### src/rtl/redmule_pkg.sv
// Shared types for the RedMulE MX slot buffer.
// Slot state is the pair {exp_valid, val_valid}, so the encoding doubles as the valid bits.
package redmule_pkg;

    typedef enum logic [1:0] {
        SLOT_EMPTY    = 2'b00,
        SLOT_VAL_ONLY = 2'b01,
        SLOT_EXP_ONLY = 2'b10,
        SLOT_FULL     = 2'b11
    } mx_slot_state_e;

    localparam int unsigned MX_X_EXP_W = 8;

endpackage

### src/rtl/redmule_mx_slot.sv
// One MX slot: a mantissa half and an exponent half that fill independently.
// REDMULE_MX_SLOT_REFILL_EN lets a consumed FULL slot accept new halves in the same cycle.
module redmule_mx_slot
    import redmule_pkg::*;
#(
    parameter int unsigned DATA_W = 256,
    parameter int unsigned EXP_W  = 8
) (
    input  logic              clk_i,
    input  logic              rst_ni,
    input  logic              clear_i,
    input  logic              enable_i,
    input  logic              val_valid_i,
    output logic              val_ready_o,
    input  logic [DATA_W-1:0] val_data_i,
    input  logic              exp_valid_i,
    output logic              exp_ready_o,
    input  logic [EXP_W-1:0]  exp_data_i,
    output logic              slot_valid_o,
    output logic              slot_exp_valid_o,
    output logic [DATA_W-1:0] slot_data_o,
    output logic [EXP_W-1:0]  slot_exp_o,
    input  logic              consume_i,
    output logic              consume_err_o
);

    mx_slot_state_e    state_q;
    logic [DATA_W-1:0] data_q;
    logic [EXP_W-1:0]  exp_q;
    logic              err_q;

    logic full;
    logic consume_ok;
    logic val_fire;
    logic exp_fire;
    logic val_valid_d;
    logic exp_valid_d;

    always_comb begin
        full       = (state_q == SLOT_FULL);
        consume_ok = consume_i && full;
`ifdef REDMULE_MX_SLOT_REFILL_EN
        val_ready_o = rst_ni && enable_i && (!state_q[0] || consume_ok);
        exp_ready_o = rst_ni && enable_i && (!state_q[1] || consume_ok);
`else
        val_ready_o = rst_ni && enable_i && !state_q[0];
        exp_ready_o = rst_ni && enable_i && !state_q[1];
`endif
        val_fire    = val_valid_i && val_ready_o;
        exp_fire    = exp_valid_i && exp_ready_o;
        // A capture in the consume cycle overrides the clear of its own half.
        val_valid_d = val_fire || (state_q[0] && !consume_ok);
        exp_valid_d = exp_fire || (state_q[1] && !consume_ok);
    end

    always_ff @(posedge clk_i or negedge rst_ni) begin
        if (!rst_ni) begin
            state_q <= SLOT_EMPTY;
            data_q  <= '0;
            exp_q   <= '0;
            err_q   <= 1'b0;
        end else if (clear_i) begin
            state_q <= SLOT_EMPTY;
            data_q  <= '0;
            exp_q   <= '0;
            err_q   <= 1'b0;
        end else begin
            state_q <= mx_slot_state_e'({exp_valid_d, val_valid_d});
            if (val_fire) data_q <= val_data_i;
            if (exp_fire) exp_q <= exp_data_i;
            if (consume_i && !full) err_q <= 1'b1;
        end
    end

    assign slot_valid_o     = state_q[0];
    assign slot_exp_valid_o = state_q[1];
    assign slot_data_o      = data_q;
    assign slot_exp_o       = exp_q;
    assign consume_err_o    = err_q;

endmodule

### src/rtl/redmule_mx_slot_buffer.sv
// X/W MX slot buffer feeding the arbiter: two independent slots plus a shared sticky consume error.
// REDMULE_MX_SLOT_REFILL_EN selects same-cycle refill after a consume.
module redmule_mx_slot_buffer
    import redmule_pkg::*;
#(
    parameter int unsigned MX_DATA_W       = 256,
    parameter int unsigned MX_EXP_VECTOR_W = 32
) (
    input  logic                       clk_i,
    input  logic                       rst_ni,
    input  logic                       clear_i,
    input  logic                       mx_enable_i,
    input  logic                       x_val_valid_i,
    output logic                       x_val_ready_o,
    input  logic [MX_DATA_W-1:0]       x_val_data_i,
    input  logic                       x_exp_valid_i,
    output logic                       x_exp_ready_o,
    input  logic [MX_X_EXP_W-1:0]      x_exp_data_i,
    input  logic                       w_val_valid_i,
    output logic                       w_val_ready_o,
    input  logic [MX_DATA_W-1:0]       w_val_data_i,
    input  logic                       w_exp_valid_i,
    output logic                       w_exp_ready_o,
    input  logic [MX_EXP_VECTOR_W-1:0] w_exp_data_i,
    output logic                       x_slot_valid_o,
    output logic                       x_slot_exp_valid_o,
    output logic [MX_DATA_W-1:0]       x_slot_data_o,
    output logic [MX_X_EXP_W-1:0]      x_slot_exp_o,
    output logic                       w_slot_valid_o,
    output logic                       w_slot_exp_valid_o,
    output logic [MX_DATA_W-1:0]       w_slot_data_o,
    output logic [MX_EXP_VECTOR_W-1:0] w_slot_exp_o,
    input  logic                       consume_x_slot_i,
    input  logic                       consume_w_slot_i,
    output logic                       consume_err_o
);

    logic x_err;
    logic w_err;

    redmule_mx_slot #(
        .DATA_W (MX_DATA_W),
        .EXP_W  (MX_X_EXP_W)
    ) i_x_slot (
        .clk_i            (clk_i),
        .rst_ni           (rst_ni),
        .clear_i          (clear_i),
        .enable_i         (mx_enable_i),
        .val_valid_i      (x_val_valid_i),
        .val_ready_o      (x_val_ready_o),
        .val_data_i       (x_val_data_i),
        .exp_valid_i      (x_exp_valid_i),
        .exp_ready_o      (x_exp_ready_o),
        .exp_data_i       (x_exp_data_i),
        .slot_valid_o     (x_slot_valid_o),
        .slot_exp_valid_o (x_slot_exp_valid_o),
        .slot_data_o      (x_slot_data_o),
        .slot_exp_o       (x_slot_exp_o),
        .consume_i        (consume_x_slot_i),
        .consume_err_o    (x_err)
    );

    redmule_mx_slot #(
        .DATA_W (MX_DATA_W),
        .EXP_W  (MX_EXP_VECTOR_W)
    ) i_w_slot (
        .clk_i            (clk_i),
        .rst_ni           (rst_ni),
        .clear_i          (clear_i),
        .enable_i         (mx_enable_i),
        .val_valid_i      (w_val_valid_i),
        .val_ready_o      (w_val_ready_o),
        .val_data_i       (w_val_data_i),
        .exp_valid_i      (w_exp_valid_i),
        .exp_ready_o      (w_exp_ready_o),
        .exp_data_i       (w_exp_data_i),
        .slot_valid_o     (w_slot_valid_o),
        .slot_exp_valid_o (w_slot_exp_valid_o),
        .slot_data_o      (w_slot_data_o),
        .slot_exp_o       (w_slot_exp_o),
        .consume_i        (consume_w_slot_i),
        .consume_err_o    (w_err)
    );

    assign consume_err_o = x_err | w_err;

endmodule

### config.mk
export PLATFORM = sky130hd
export DESIGN_NAME = redmule_mx_slot_buffer
export DESIGN_NICKNAME = d
export VERILOG_FILES = /design/src/rtl/redmule_pkg.sv /design/src/rtl/redmule_mx_slot.sv /design/src/rtl/redmule_mx_slot_buffer.sv
export SDC_FILE = /design/constraint.sdc
export NUM_CORES = 1
export LEC_CHECK = 0
export ABC_AREA = 1
export CORE_AREA = 2 2 443 445
export CTS_CLUSTER_SIZE = 8
export DETAILED_ROUTE_END_ITERATION = 6
export DIE_AREA = 0 0 445 447
export DONT_BUFFER_PORTS = 1
export HOLD_SLACK_MARGIN = 0.08
export PLACE_DENSITY = 0.3
export REMOVE_ABC_BUFFERS = 1
export SLEW_MARGIN = 0
export SYNTH_ARGS = -nofsm -noshare
export SYNTH_HDL_FRONTEND = slang
export SYNTH_SLANG_ARGS = --single-unit
### constraint.sdc
create_clock -name clk_i -period 1.7 [get_ports clk_i]
set_input_delay 0.34 -clock clk_i [delete_from_list [all_inputs] [get_ports clk_i]]
set_output_delay 0.34 -clock clk_i [all_outputs]
set_load 0.01 [all_outputs]
-- After elaboration in Yosys (flattened, before gate mapping)
Cells that the tools add are included.
- equal/unequal tests: 2
- bitwise operators: 1
- mux-type cells: 14
- reduce and logical (&&, ||, !) cells: 35
- operators with widths (operator ; number):
    2-to-1 mux 256 bit ; 4
    2-to-1 mux 32 bit ; 2
    logical AND 1 bit ; 17
    2-to-1 mux 8 bit ; 2
    nonzero test 2 bit ; 6
    logical NOT 1 bit ; 8
    == test 2 bit (second input constant) ; 2
    logical OR 1 bit ; 4
    2-to-1 mux 1 bit ; 4
    2-to-1 mux 2 bit ; 2
    bitwise OR 1 bit ; 1
- register bits after elaboration: 558
- input port bits: 562
- output and inout bits: 561

-- Depth between registers and ports, before layout
- word-level depth: 6
- mapped depth: 7
- mapped depth without buffers: 4

-- Hierarchy
Synthesis repeated with hierarchy kept, for this count alone.
- cell total of the unflattened synthesis: 2551
- area, all modules: 23915.4 um^2
- modules (own cells, without submodules) (module ; times used ; cells each ; area an instance (um^2) ; sequential area each (um^2)):
    redmule_mx_slot at i_w_slot ; 1 ; 1329 ; 12425.7 ; 7282.0
    redmule_mx_slot at i_x_slot ; 1 ; 1219 ; 11478.5 ; 6681.4
    redmule_mx_slot_buffer ; 1 ; 3 ; 11.3 ; 0.0

-- Worst setup path before layout
OpenSTA, ideal clock, no wires.
- path kind: input to output
- start point: input port mx_enable_i
- end point: output port w_val_ready_o
- slack: 0.338 ns
- buffers on the path: 2
- stages on the path: 4
- arrival time: 1.022 ns
- path through: clkbuf_2 nand2_2 nor2_2 clkbuf_1
- cells in the longest elaborated chain, start to end: 2
- ends and longest elaborated chain (what ; line ; RTL):
    start: declaration ; redmule_mx_slot_buffer.sv:12 ; input logic mx_enable_i,
    logical AND 1 bit (2 in a row) ; redmule_mx_slot.sv:46 ; val_ready_o = rst_ni && enable_i && !state_q[0];
    end: declaration ; redmule_mx_slot_buffer.sv:20 ; output logic w_val_ready_o,
Every way passes these cells.

-- Worst setup path in the final report
- start point: register i_w_slot.state_q[0]
- end point: output port w_val_ready_o
- cells in the longest elaborated chain, start to end: 2
- ends and longest elaborated chain (what ; line ; RTL):
    start: declaration ; redmule_mx_slot.sv:27 ; mx_slot_state_e state_q;
    start signal: assignment ; redmule_mx_slot.sv:68 ; state_q <= mx_slot_state_e'({exp_valid_d, val_valid_d});
    logical NOT 1 bit ; redmule_mx_slot.sv:46 ;
    logical AND 1 bit ; redmule_mx_slot.sv:46 ;
Every way passes these cells.

==> flow_summary_export.csv <==
group,metric,value,unit
die,die_h,447,um
global_routing,grt_use_total,11.9,%
global_routing,grt-ovfl-total,0,
synthesis,syn_inst,2550,
sta,drv_slew,0,
sta,rsz0062_at_grt,"true",
die,coreArea,194000,um2
critical_path,crit_path_start,"i_w_slot.state_q[0]",
run_status,violations,"negative hold slack, negative setup slack",
final_layout,final_common_cell,"dlygate4sd3_1",
cts,clk_latency,700,ps
run_status,status,"complete, but fails checks",
critical_path,path_buf_inv,3,
pwr,ir_drop,0.000672,V
global_routing,antenna_found_initial,16,
die,die_area,199000,um2
placed_design,place_hpwl,86.8,mm
cts,cts_buffers,82,
routing,via_per_inst,4.04,
sta,skew,25.9,ps
synthesis,seq_area_frac_synth,58.7,%
routing,num_vias,23200,
cts,cts_sinks,558,
routing,detail-route-antenna-nets,0,
die,rows,162,
placed_design,place_inst,4999,
placed_design,place.gp.congestion,0.797,
cts,cts_tree,"built",
synthesis,syn_avg_cell_area,9.33,um2
die,ios,1123,
final_layout,fin_cells,5738,
sta,period_share,114,%
routing,wl_per_cell,22.5,um
routing,drtIter0Drc,1841,
placed_design,placement.io_buffers,0,
die,start_util,12.3,%
critical_path,crit_family,"flip-flops",
hold_path,hold_path_class,"in -> async",
cts,clk_pin_slew,50,ps
sta,fin_crit,1930,ps
cts,cts.htree.levels,3,
final_layout,syn_to_final_growth,57.6,%
synthesis,synth_warnings,0,
routing,routed_wl,129,mm
pwr,powerDensity,904,nW/um2
critical_path,crit_slowest_cell,"dfrtp_1",
pwr,p_leak,17.7,nW
sta,setup_slack,-232,ps
final_layout,nets,3728,
sta,fin_hold_ws,-661,ps
sta,slew_headroom,31.5,%
synthesis,synthDistinctLibCells,17,
critical_path,path_class,"reg -> out",
sta,worst_pin_slew,1030,ps
routing,drc,0,
critical_path,arrival,1590,ps
critical_path,max_stage_delay,410,ps
die,die_w,445,um
critical_path,cp-start-kind,"register",
sta,final_hold_viol_count,550,
critical_path,cp.required,1360,ps
synthesis,synth_seq_cells,558,
run,cap_violations,0,
sta,finalSetupViolCount,260,
global_routing,grt_pass1_wl,176,mm
critical_path,critical_path.most_common_cell,"buf_12",
routing,firstDrtPassIters,5,
cts,clockBufferDepth,3,
synthesis,yosys-top-cells-area,"dfrtp_1, nand4_1, nand3_1",
global_routing,grt_start_max_net_pins,564,
critical_path,worstReg2RegStart,"i_w_slot.state_q[0]",
synthesis,yosys.area.top_type,"dfrtp_1",
critical_path,cp-end-kind,"output pin",
synthesis,netlist.area_leader.share,58.7,%
sta,clock.fmax,0.518,GHz
global_routing,grt_pass1_vias,23500,
critical_path,cp_max_fo,5,
final_layout,layout_common_cells,"dlygate4sd3_1, nand4_1, nand2_1",
final_layout,drive_above_1_share,13.2,%
pwr,power,33.9,mW
cts,clockRootBuffer,"clkbuf_16",
critical_path,crit_chain,"nor2_4, buf_12, buf_16, buf_12",
synthesis,syn_area,23800,um2
## metal layers
layer	GRT usage (%)	share of wire, %	vias to the layer above
met2	20.6	51	965
met4	4.41	3.1	0
met3	3.67	7.5	181
met1	13.6	39	11600
met5	0	0	-
li1	-	-	10400
## sequential cells by signal, indices dropped and copies added (netlist names)
signal / cells
i_x_slot.state_q: 2
i_w_slot.slot_exp_o: 32
i_w_slot.state_q: 2
i_x_slot.consume_err_o: 1
i_w_slot.slot_data_o: 256
i_w_slot.consume_err_o: 1
i_x_slot.slot_data_o: 256
i_x_slot.slot_exp_o: 8
## final timing paths
path | slack [ps] | cells past startpoint | end
min in group clk_i | -200 | 2 | i_x_slot.slot_data_o[84]
worst max register to register | -160 | 10 | i_w_slot.slot_data_o[196]
worst min register to register | 550 | 2 | i_x_slot.consume_err_o
worst max-delay path | -230 | 4 | w_val_ready_o
worst min-delay path | -660 | 0 | i_w_slot.slot_data_o[29]
max in group asynchronous | 330 | 2 | i_x_slot.slot_data_o[57]
## cells by family after synthesis
| logic type | Yosys count | share of synthesized area [%] |
|---|---|---|
| simple gates | 1672 | 35.2 |
| flops | 558 | 58.7 |
| buf+inv | 312 | 5.94 |
| compound gates | 8 | 0.168 |
## repair_timing
item / in CTS / in global routing
cloned: 5 / 34
pin swaps: 6 / 3
endpoints found under the setup margin: 22 / 530
hold buffers: 560 / 4
buffers inserted: 14 / 5
hold endpoints to repair: 1116 / 904
gates resized for setup: 44 / 70
## final cells by class
class | instances | area (um2)
flip-flops and latches | 558 | 14000
inverters | 7 | 33.8
fillers | 21500 | 157000
clock buffers | 95 | 2130
repair buffers | 837 | 9420
multi-input cells | 1680 | 8580
clock inverters | 9 | 155
diodes | 10 | 25.0
well taps | 2542 | 3180
## power by group
part	internal, mW	switching (mW)	total (mW)
combinational	1.91	1.97	3.88
sequential	13.7	0.713	14.4
clock	8.94	6.64	15.6
total	24.6	9.32	33.9
## stage by stage
step | instance area (um2) | utilization (%) | worst slack, ps | TNS, ps
2_1_floorplan | 22400 | - | -7580 | -4197770
3_5_place_dp | 27900 | 14.4 | -683 | -214410
4_1_cts | 36200 | 18.7 | -382 | -29570
5_1_grt | 37500 | 19.3 | -347 | -37810
6_report | 37500 | 19.3 | -232 | -22690
3_3_place_gp | 27900 | 14.4 | -736 | -234310
## synthesized netlist by cell type
cell and n:
dfrtp_1 558, nand2_1 557, nand4_1 556, nand3_1 554, buf_2 184, clkbuf_1 103, buf_1 14, a21oi_1 6
inv_1 6, buf_4 3, nor2_2 2, o21ai_0 2, clkbuf_2 1, inv_2 1, nand2_2 1, nor2_1 1
nor2_4 1
No activity file was read; power rests on OpenSTA's default activity.
